[src/rtl/alu_ctrl_stage.sv]
// alu_ctrl_stage: registered ALU-control decode at ID/EX with a mult/div sequencer that requests pipeline stalls
module alu_ctrl_stage #(
  parameter int CTRL_W  = 4,
  parameter int MUL_LAT = 4,
  parameter int DIV_LAT = 32,
  parameter int CNT_W   = 8
) (
  input  logic              clk,
  input  logic              reset,
  input  logic              stall,
  input  logic              flush,
  input  logic              valid_in,
  input  logic [1:0]        ALUop,
  input  logic [5:0]        func,
  input  logic [5:0]        opcode,
  output logic [CTRL_W-1:0] alu_ctrl,
  output logic              valid_out,
  output logic              illegal,
  output logic              md_start,
  output logic              md_busy,
  output logic              md_done,
  output logic              stall_req
);
  localparam logic [3:0] OP_AND  = 4'b0000;
  localparam logic [3:0] OP_OR   = 4'b0001;
  localparam logic [3:0] OP_ADD  = 4'b0010;
  localparam logic [3:0] OP_XOR  = 4'b0011;
  localparam logic [3:0] OP_SLL  = 4'b0100;
  localparam logic [3:0] OP_SRL  = 4'b0101;
  localparam logic [3:0] OP_SUB  = 4'b0110;
  localparam logic [3:0] OP_SLT  = 4'b0111;
  localparam logic [3:0] OP_SRA  = 4'b1000;
  localparam logic [3:0] OP_SLTU = 4'b1001;
  localparam logic [3:0] OP_LUI  = 4'b1010;
  localparam logic [3:0] OP_NOR  = 4'b1100;
  localparam logic [3:0] OP_MULT = 4'b1101;
  localparam logic [3:0] OP_DIV  = 4'b1110;
  localparam logic [CTRL_W-1:0] ADD_W = CTRL_W'(OP_ADD);

  typedef enum logic [1:0] {IDLE, BUSY, DONE} state_t;

  state_t            state_q;
  logic [CNT_W-1:0]  cnt_q;
  logic [CTRL_W-1:0] alu_ctrl_q, alu_ctrl_d;
  logic              valid_q, illegal_q, illegal_d;
  logic              md_start_q, md_busy_q, md_done_q, stall_req_q;
  logic [3:0]        code;
  logic              unknown, is_mul, is_div;
  logic              hold, load, launch;
  logic [CNT_W-1:0]  lat_m1;

  // Combinational decode of ALUop/func/opcode into an operation code
  always_comb begin
    code    = OP_ADD;
    unknown = 1'b0;
    is_mul  = 1'b0;
    is_div  = 1'b0;
    case (ALUop)
      2'b00: code = OP_ADD;
      2'b01: code = OP_SUB;
      2'b10:
        case (func)
          6'b100000, 6'b100001: code = OP_ADD;
          6'b100010, 6'b100011: code = OP_SUB;
          6'b100100: code = OP_AND;
          6'b100101: code = OP_OR;
          6'b100110: code = OP_XOR;
          6'b100111: code = OP_NOR;
          6'b101010: code = OP_SLT;
          6'b101011: code = OP_SLTU;
          6'b000000: code = OP_SLL;
          6'b000010: code = OP_SRL;
          6'b000011: code = OP_SRA;
          6'b011000, 6'b011001: begin
            code   = OP_MULT;
            is_mul = 1'b1;
          end
          6'b011010, 6'b011011: begin
            code   = OP_DIV;
            is_div = 1'b1;
          end
          default: unknown = 1'b1;
        endcase
      default:
        case (opcode)
          6'b001000, 6'b001001: code = OP_ADD;
          6'b001010: code = OP_SLT;
          6'b001011: code = OP_SLTU;
          6'b001100: code = OP_AND;
          6'b001101: code = OP_OR;
          6'b001110: code = OP_XOR;
          6'b001111: code = OP_LUI;
          default: unknown = 1'b1;
        endcase
    endcase
  end

  assign alu_ctrl_d = CTRL_W'(code);
  assign illegal_d  = valid_in & unknown;
  // The MDU's own stall request also freezes this stage so the mult/div stays in EX
  assign hold       = stall | stall_req_q;
  assign load       = !flush && !hold;
  assign launch     = load && valid_in && (is_mul || is_div);
  assign lat_m1     = is_div ? CNT_W'(DIV_LAT - 1) : CNT_W'(MUL_LAT - 1);

  // Pipeline register plus MDU sequencer; flush squashes the instruction but never aborts the MDU
  always_ff @(posedge clk) begin
    if (reset) begin
      alu_ctrl_q  <= ADD_W;
      valid_q     <= 1'b0;
      illegal_q   <= 1'b0;
      md_start_q  <= 1'b0;
      md_busy_q   <= 1'b0;
      md_done_q   <= 1'b0;
      stall_req_q <= 1'b0;
      state_q     <= IDLE;
      cnt_q       <= '0;
    end else begin
      if (flush) begin
        alu_ctrl_q <= ADD_W;
        valid_q    <= 1'b0;
        illegal_q  <= 1'b0;
      end else if (!hold) begin
        alu_ctrl_q <= alu_ctrl_d;
        valid_q    <= valid_in;
        illegal_q  <= illegal_d;
      end
      md_start_q <= 1'b0;
      md_done_q  <= 1'b0;
      case (state_q)
        BUSY:
          if (cnt_q == '0) begin
            state_q     <= DONE;
            md_busy_q   <= 1'b0;
            stall_req_q <= 1'b0;
            md_done_q   <= 1'b1;
          end else begin
            cnt_q <= cnt_q - CNT_W'(1);
          end
        default:
          if (launch) begin
            state_q     <= BUSY;
            cnt_q       <= lat_m1;
            md_start_q  <= 1'b1;
            md_busy_q   <= 1'b1;
            stall_req_q <= 1'b1;
          end else begin
            state_q <= IDLE;
          end
      endcase
    end
  end

  assign alu_ctrl  = alu_ctrl_q;
  assign valid_out = valid_q;
  assign illegal   = illegal_q;
  assign md_start  = md_start_q;
  assign md_busy   = md_busy_q;
  assign md_done   = md_done_q;
  assign stall_req = stall_req_q;
endmodule
[config.mk]
export PLATFORM = sky130hd
export DESIGN_NAME = alu_ctrl_stage
export DESIGN_NICKNAME = d
export VERILOG_FILES = /design/src/rtl/alu_ctrl_stage.sv
export SDC_FILE = /design/constraint.sdc
export NUM_CORES = 1
export LEC_CHECK = 0
export ABC_AREA = 1
export CORE_MARGIN = 10
export CORE_UTILIZATION = 29
export CTS_CLUSTER_DIAMETER = 80
export DETAILED_ROUTE_END_ITERATION = 10
export SLEW_MARGIN = 20
export SYNTH_ARGS = -nofsm -noshare
export SYNTH_HDL_FRONTEND = slang
export SYNTH_SLANG_ARGS = --single-unit
[constraint.sdc]
create_clock -name clk -period 3.4 [get_ports clk]
set_input_delay 0.68 -clock clk [delete_from_list [all_inputs] [get_ports clk]]
set_output_delay 0.68 -clock clk [all_outputs]
set_load 0.005 [all_outputs]
# --- After elaboration in Yosys (flattened, before gate mapping) ---
# Index checks and enable logic that the tools add are counted.
# W data, S select, Z words.
totals:
  reg_bits: 19
  elab_cells: 84
classes:
  add_sub_neg: 1
  eq_ne: 29
  n_mux: 22
  bitwise_logic: 3
  reduce_logical: 21
op_table:
  columns: ["operator", "count"]
  rows:
  - ["$eq A6 B6 Y1 const B", 10]
  - ["$eq A6 B4 Y1 const B", 8]
  - ["$pmux W4 S12", 1]
  - ["$eq A6 B5 Y1 const B", 4]
  - ["$mux W8", 3]
  - ["$pmux W4 S6", 1]
  - ["$reduce_or A17 Y1", 1]
  - ["$reduce_or A2 Y1", 7]
  - ["$eq A6 B2 Y1 const B", 2]
  - ["$mux W1", 12]
  - ["$pmux W4 S3", 1]
  - ["$logic_not A8 Y1", 1]
  - ["$reduce_or A8 Y1", 1]
  - ["$sub A8 B1 Y8 const B", 1]
  - ["$logic_not A6 Y1", 1]
  - ["$mux W5", 1]
  - ["$eq A2 B1 Y1 const B", 2]
  - ["$mux W2", 2]
  - ["$ne A2 B2 Y1 const B", 2]
  - ["$reduce_and A2 Y1", 2]
  - ["$logic_and A1 B1 Y1", 3]
  - ["$eq A2 B2 Y1 const B", 1]
  - ["$logic_not A1 Y1", 2]
  - ["$logic_not A2 Y1", 1]
  - ["other kinds (6)", 6]

# --- Longest topological paths before layout ---
# Gate-level depths: netlist (run 1).
logic_depth:
  depth_word: 8
  depth_mapped: 10
  mapped_depth_nobuf: 10

# --- Worst setup path before layout (run 1) ---
# Ideal clock, no wire load.
synth_timing:
  kind: "input to register"
  start: "input func[5]"
  end: "register cnt_q[2]"
  setup_time_ps: 122
  t_arrival_ps: 1427
  required_time_ps: 3278
  slack_ps: 1851
  path_stages: 8
  path_buffers: 0
  cell_sequence: "inv_1 nand2_1 nor2_4 nand3_4 nor2_4 nor2_8 a21oi_2 a21oi_1"
synth_between:
  elab_chain_cells: 8
synth_lines:
  columns: ["element", "line", "source"]
  rows:
  - ["start: declaration", "14", "input logic [5:0] func,"]
  - ["$eq A6 B5 Y1", "62", "case (func)"]
  - ["$reduce_or A2 Y1", "62", null]
  - ["$mux W1", "62", null]
  - ["$mux W1", "58", "case (ALUop)"]
  - ["$logic_or A1 B1 Y1", "103", "assign launch = load && valid_in && (is_mul || is_div);"]
  - ["$logic_and A1 B1 Y1", "103", null]
  - ["$reduce_bool A2 Y1 (no source line)", null, null]
  - ["$reduce_and A2 Y1 (no source line)", null, null]
  - ["end signal: assignment", "138", "cnt_q <= cnt_q - CNT_W'(1);"]
  - ["end signal: assignment", "143", "cnt_q <= lat_m1;"]
  - ["end: declaration", "43", "logic [CNT_W-1:0] cnt_q;"]
# Parallel ways exist; a longest one is shown, timed or not. The select of a mux whose other input is x is not followed.
# A chain may end at the register's enable or synchronous reset.

# --- Final worst setup path (run 1) ---
layout_timing:
  start: "register stall_req_q, in the netlist stall_req"
  end: "output stall_req"
layout_rtl:
  columns: ["element", "line", "source"]
  rows:
  - ["start: declaration", "46", "logic md_start_q, md_busy_q, md_done_q, stall_req_q;"]
  - ["start signal: assignment", "115", "stall_req_q <= 1'b0;"]
  - ["start signal: assignment", "135", "stall_req_q <= 1'b0;"]
  - ["start signal: assignment", "146", "stall_req_q <= 1'b1;"]
  - ["end: declaration", "22", "output logic stall_req"]
# No word-level cell between the ends.

==> results.sh, run 1 <==
export IMPL_status="finished, final reports clean"
export IMPL_dpl_cell_count=286
export IMPL_vias_per_cell=4.80
export IMPL_grt_max_degree=13
export IMPL_critPathKind="reg2out"
export IMPL_postRouteAntennaNets=0
export IMPL_die_area_um2=7910
export IMPL_rsz0062_at_grt="no"
export IMPL_cp_max_fo=4
export IMPL_postPlaceCellArea_um2=1710
export IMPL_end_kind="output pin"
export IMPL_ir_drop_mv=0.0921
export IMPL_synth_warning_count=0
export IMPL_area_growth_pct=28.0
export IMPL_drc_errors=0
export IMPL_drv_cap=0
export IMPL_ioPinCount=29
export IMPL_syn_avg_cell_area_um2=6.69
export IMPL_crit_cells=1
export IMPL_max_stage_delay_ns=0.54
export IMPL_row_count=25
export IMPL_r2r_slack_ns=1.92
export IMPL_die_w_um=88.9
export IMPL_cellPowerDensity_nw_per_um2=271
export IMPL_globalRouteOverflowTotal=0
export IMPL_vias=1391
export IMPL_drt_iter0_drc=48
export IMPL_timing_final_crit_period_ns=1.92
export IMPL_fin_area_um2=1760
export IMPL_slew_headroom_pct=70.5
export IMPL_fmax_mhz=521
export IMPL_grt_first_pass_wirelength_um=5660
export IMPL_dp_hpwl_um=2720
export IMPL_hp_class="reg2reg"
export IMPL_slew_violations=0
export IMPL_clock_latency_ns=0.27
export IMPL_setup_tns_final_ns=0
export IMPL_path_buf_inv=1
export IMPL_avgRoutedWirePerCell_um=11.5
export IMPL_grt_use_total_pct=8.85
export IMPL_finalSetupViolations=0
export IMPL_nNetsFinal=258
export IMPL_finalWirelength_um=3320
export IMPL_holdPathStages=2
export IMPL_clock_root_buffer="clkbuf_8"
export IMPL_hold_end="valid_out$_SDFFE_PP0N_"
export IMPL_synthCells=206
export IMPL_htreeDepth=1
export IMPL_worstPathRequired_ns=2.72
export IMPL_cp_startpoint="stall_req$_SDFFE_PP0P_"
export IMPL_hp_start="valid_out$_SDFFE_PP0N_"
export IMPL_finalHoldViolCount=0
export IMPL_antenna_found_initial=0
export IMPL_instances_no_fill=290
export IMPL_cp_start_kind="register"
export IMPL_numCtsBuffers=3
export IMPL_ff2ff_path_depth=9
export IMPL_n_antenna_cell=0
export IMPL_fill_cells=488
export IMPL_drt_pass1_iter_count=4
export IMPL_drive_above_1_share_pct=14.0
export IMPL_port_buffers=28
export IMPL_grt_pass1_vias=1378
export IMPL_worst_pin_slew_ns=0.440
export IMPL_cts_tree="built"
export IMPL_slowest_stage="clkdlybuf4s50_1"
export IMPL_clk_pin_slew_worst_paths_ns=0.08
export IMPL_ctsHoldBuffers=0
export IMPL_syn_cell_area_um2=1380
export IMPL_crit_chain="clkdlybuf4s50_1"
export IMPL_cts_resized=0
export IMPL_crit_family="buffers and inverters"
export IMPL_rr_endpoint="cnt_q[7]$_SDFFE_PP0P_"
export IMPL_postSynthNetCount=227
export IMPL_clockBufferDepth=2
export IMPL_core_um2=4660
export IMPL_die_y_um=88.9
export IMPL_critical_path_arrival_ns=1.24
export IMPL_r2r_start="cnt_q[0]$_SDFFE_PP0P_"
export IMPL_gp_congestion=0.865
export IMPL_ys_ff_latch=19
export IMPL_synth_distinct_cells=31
export IMPL_period_share_pct=56.4
export IMPL_clock_sinks=19
export IMPL_synth_seq_area_share_pct=27.6
export IMPL_skew_ns=0.00446
export IMPL_initial_core_util_pct=29.6
export IMPL_postCtsSetupBuffers=0
export IMPL_p_leak_nw=0.729
flip-flops by register name, summed over array words and instances, names as in the netlist:
signal and count:
state_q 2, cnt_q 8, alu_ctrl 4, stall_req 1, illegal 1, md_start 1, valid_out 1, md_done 1
logic make-up after synthesis:
kind of cell | after synthesis | synth area share [%]
and+or+nand+nor | 117 | 45.0
buffers and inverters | 31 | 8.90
AOI/OAI and AO/OA | 36 | 16.1
adders and majority gates | 2 | 1.82
DFF | 19 | 27.6
xor gates and xnor gates | 1 | 0.636
cells in the final DEF (no fill, tap or decap):
cell type         n
o21ai_1           1
o21ai_0          11
ha_1              2
nand3_4           1
nor2_1           34
a21oi_1          14
clkdlybuf4s50_1  28
o22ai_4           1
nand3b_1          1
nor2_8            2
a21oi_2           3
nand4_1           2
clkinvlp_4        1
xor2_1            1
a31oi_1           1
inv_2             5
clkbuf_8          3
o21a_1            1
nand2_4           1
nor2_4            9
nand2_2           2
nor3b_1           1
dfxtp_1          19
nor2_2            2
nand2_1          37
nand3_1          22
inv_4             1
inv_1            23
nor3_2            1
a31o_2            1
o31ai_1           3
nor3_1            2
cells in the mapped netlist:
library cell	n	area [um^2]
nand2_1	37	139
a21oi_2	3	26.3
o21ai_0	11	55.1
nand3_1	22	110
nor2_2	2	12.5
nor3_1	2	10.0
nor2_1	34	128
nand3_4	1	17.5
o22ai_4	1	20.0
o21ai_1	1	5.00
nand2_2	2	12.5
nand2_4	1	11.3
nand4_1	2	12.5
xor2_1	1	8.76
a31oi_1	1	6.26
nor2_4	9	101
ha_1	2	25.0
clkbuf_1	1	3.75
nand3b_1	1	7.51
o31ai_1	3	22.5
o21a_1	1	7.51
inv_1	23	86.3
nor2_8	2	40.0
nor3_2	1	10.0
nor3b_1	1	7.51
dfxtp_1	19	380
inv_4	1	6.26
buf_4	1	7.51
a21oi_1	14	70.1
inv_2	5	18.8
a31o_2	1	8.76
layer usage:
metal  share of wire [%]  vias to the layer above  GRT usage [%]  wire length (um)
met5                   0                        -              0                 0
met2                  51                       37           16.6              1710
met4                0.75                        0           2.20                25
met3                 5.7                        4           2.55               188
met1                  42                      627           9.43              1400
li1                    -                      723              -                 -
where the power goes:
group,switching [mW],total (mW),leakage [nW],internal [mW]
clock network,0.0857,0.169,0.0217,0.0829
logic,0.0453,0.0835,0.553,0.0381
registers,0.00150,0.226,0.154,0.225
total,0.133,0.478,0.729,0.346
worst max-delay path by stage:
stage,endpoint,slack (ns)
floorplan,cnt_q[2]$_SDFFE_PP0P_,1.85
global placement,cnt_q[2]$_SDFFE_PP0P_,1.23
detailed placement,cnt_q[2]$_SDFFE_PP0P_,1.21
CTS,stall_req,1.46
global route,alu_ctrl[1]$_SDFFE_PP1N_,1.33
finish,stall_req,1.48
per-stage QoR:
stage	total power, mW	util (%)	setup slack, ns	hold slack [ns]
3_3_place_gp	0.315	36.8	1.23	0.450
4_1_cts	0.484	37.8	1.46	0.476
6_report	0.478	37.8	1.48	0.473
5_1_grt	0.503	37.8	1.33	0.482
3_5_place_dp	0.315	36.8	1.21	0.461
2_1_floorplan	0.275	-	1.85	0.455
final cells by class:
type / count / area [um^2] / share of cell area [%]
inverters: 29 / 111 / 6.32
clock inverters: 1 / 7.51 / 0.426
multi-input cells: 156 / 875 / 49.6
flip-flops and latches: 19 / 380 / 21.6
well taps: 54 / 67.6 / 3.83
repair buffers: 28 / 280 / 15.9
clock buffers: 3 / 41.3 / 2.34
No activity file was read; power rests on OpenSTA's default activity.
==> run 2: changes to the inputs <==
- clock period: 3.4 -> 1.6 ns (I/O delays scaled with it)
==> run 2 against run 1 <==
Clock power up 110%. Routed wire length up 6.7%. Highest routed layer unchanged. Largest power group unchanged. Worst setup slack worse by 1.4 ns.
==> results.sh, run 2 (synthesized netlist as in run 1, its figures left out) <==
export IMPL_critical_path_arrival_ns=1.65
export IMPL_p_leak_nw=0.863
export IMPL_instances_no_fill=307
export IMPL_gp_congestion=0.828
export IMPL_slew_headroom_pct=80.4
export IMPL_port_buffers=28
export IMPL_clkPwrFrac_pct=33.8
export IMPL_slew_violations=0
export IMPL_p_switching_mw=0.285
export IMPL_status="finished, final reports clean"
export IMPL_drc_errors=0
export IMPL_fmax_mhz=668
export IMPL_sw_frac_of_total_pct=27.4
export IMPL_vias_per_cell=4.64
export IMPL_grt_pass1_vias=1469
export IMPL_grt_max_degree=12
export IMPL_finalSetupViolations=0
export IMPL_r2r_slack_ns=0.15
export IMPL_dp_hpwl_um=2840
export IMPL_numCtsBuffers=3
export IMPL_final_cell_mix="35 x nand2_1, 33 x nor2_1, 23 x clkdlybuf4s50_1"
export IMPL_power_frac_seq_pct=46.3
export IMPL_htreeDepth=1
export IMPL_grt_first_pass_wirelength_um=5890
export IMPL_nNetsFinal=275
export IMPL_ir_drop_mv=0.343
export IMPL_drive_above_1_share_pct=22.1
export IMPL_drt_pass1_iter_count=4
export IMPL_hp_start="alu_ctrl[1]$_SDFFE_PP1N_"
export IMPL_dpl_cell_count=302
export IMPL_finalWirelength_um=3550
export IMPL_p_int_mw=0.753
export IMPL_final_common_cell="nand2_1"
export IMPL_rsz0062_at_grt="no"
export IMPL_worst_pin_slew_ns=0.291
export IMPL_setup_tns_final_ns=0
export IMPL_postRouteAntennaNets=0
export IMPL_ctsHoldBuffers=0
export IMPL_clock_root_buffer="clkbuf_8"
export IMPL_finalHoldViolCount=0
export IMPL_die_y_um=88.9
export IMPL_clock_latency_ns=0.26
export IMPL_period_share_pct=93.5
export IMPL_hold_ws_ns=0.471
export IMPL_globalRouteOverflowTotal=0
export IMPL_avgRoutedWirePerCell_um=11.6
export IMPL_rr_endpoint="stall_req$_SDFFE_PP0P_"
export IMPL_drt_iter0_drc=72
export IMPL_initial_core_util_pct=29.6
export IMPL_hold_end="alu_ctrl[1]$_SDFFE_PP1N_"
export IMPL_fill_cells=500
export IMPL_drv_cap=0
export IMPL_skew_ns=0.00250
export IMPL_antenna_found_initial=0
export IMPL_cp_max_fo=6
export IMPL_power_frac_comb_pct=19.9
export IMPL_postPlaceCellArea_um2=1830
export IMPL_top_register="cnt_q"
export IMPL_vias=1423
export IMPL_r2r_start="cnt_q[0]$_SDFFE_PP0P_"
export IMPL_clk_pin_slew_worst_paths_ns=0.08
export IMPL_area_growth_pct=39.9
export IMPL_die_area_um2=7910
export IMPL_fin_area_um2=1930
export IMPL_row_count=25
export IMPL_clock_sinks=19
export IMPL_cellPowerDensity_nw_per_um2=539
export IMPL_ioPinCount=29
export IMPL_core_um2=4660
export IMPL_ff2ff_path_depth=7
export IMPL_clockBufferDepth=2
export IMPL_holdPathStages=2
export IMPL_timing_final_crit_period_ns=1.50
export IMPL_n_antenna_cell=0
export IMPL_worstPathRequired_ns=1.76
export IMPL_hp_class="reg2reg"
export IMPL_die_w_um=88.9
export IMPL_grt_use_total_pct=9.14
export IMPL_critPathKind="in2reg"
export IMPL_end_kind="register"
export IMPL_cp_start_kind="input port"
export IMPL_largest_register_ffs=8
export IMPL_cts_tree="built"
-- run 2: cell types whose count changed in the layout (fill, tap and decap cells not counted), moves of 2 or more --
cell,change
buf_4,+17
clkdlybuf4s50_1,-5
dlymetal6s2s_1,+5
nand2_1,-2
nand2_2,+2
-- run 2: worst max-delay path by stage --
stage	depth (start not counted)	slack, ns	to	from
after floorplan	9	0.24	cnt_q[7]$_SDFFE_PP0P_	cnt_q[0]$_SDFFE_PP0P_
after global placement	8	-0.20	cnt_q[2]$_SDFFE_PP0P_	func[3]
after detailed placement	8	-0.22	cnt_q[2]$_SDFFE_PP0P_	func[3]
after CTS	1	0.04	stall_req	stall_req$_SDFFE_PP0P_
after global routing	10	0.008	alu_ctrl[1]$_SDFFE_PP1N_	func[1]
final	10	0.10	illegal$_SDFFE_PP0N_	func[1]
-- run 2: through the flow --
step | util [%] | power [mW] | worst slack (ns)
6_report | 41.3 | 1.04 | 0.104
3_3_place_gp | 39.4 | 0.695 | -0.196
2_1_floorplan | - | 0.583 | 0.242
5_1_grt | 41.3 | 1.09 | 0.00824
4_1_cts | 40.3 | 1.04 | 0.0387
3_5_place_dp | 39.4 | 0.695 | -0.216
-- run 2: worst max-delay path, cell delays in order --
cell and delay (ns):
clkdlybuf4s50_1 0.58, inv_2 0.08, nor2_4 0.11, nand3_1 0.12, nand3_1 0.15, nor2_1 0.05
nand2_1 0.07, nand2_1 0.06, nand2_1 0.06, a21oi_1 0.06
-- run 2: routing by layer --
layer  track usage, %  vias to the layer above  routed length (um)
met5                0                        -                   0
met3             2.10                        6                 141
li1                 -                      761                   -
met1             9.77                      624                1570
met4             3.52                        0                  48
met2             16.9                       32                1790
-- run 2: area by class of cell --
type / instances / area [um^2] / share of cell area, %
clock inverters: 1 / 5.00 / 0.260
multi-input cells: 156 / 900 / 46.7
flip-flops and latches: 19 / 382 / 19.8
repair buffers: 45 / 420 / 21.8
inverters: 29 / 111 / 5.78
well taps: 54 / 67.6 / 3.51
clock buffers: 3 / 41.3 / 2.14
-- run 2: power by group through the flow --
stage	registers [mW]	logic (mW)	clock network (mW)
finish	0.481	0.206	0.351
CTS	0.481	0.204	0.358
detailed placement	0.492	0.203	0
global placement	0.492	0.202	0
global route	0.481	0.231	0.376
floorplan	0.492	0.0916	0
-- run 2: timing repair --
action	CTS	global route
setup endpoints to repair	0	10
resized for setup	0	13
setup buffers	0	1
hold endpoints to repair	0	0
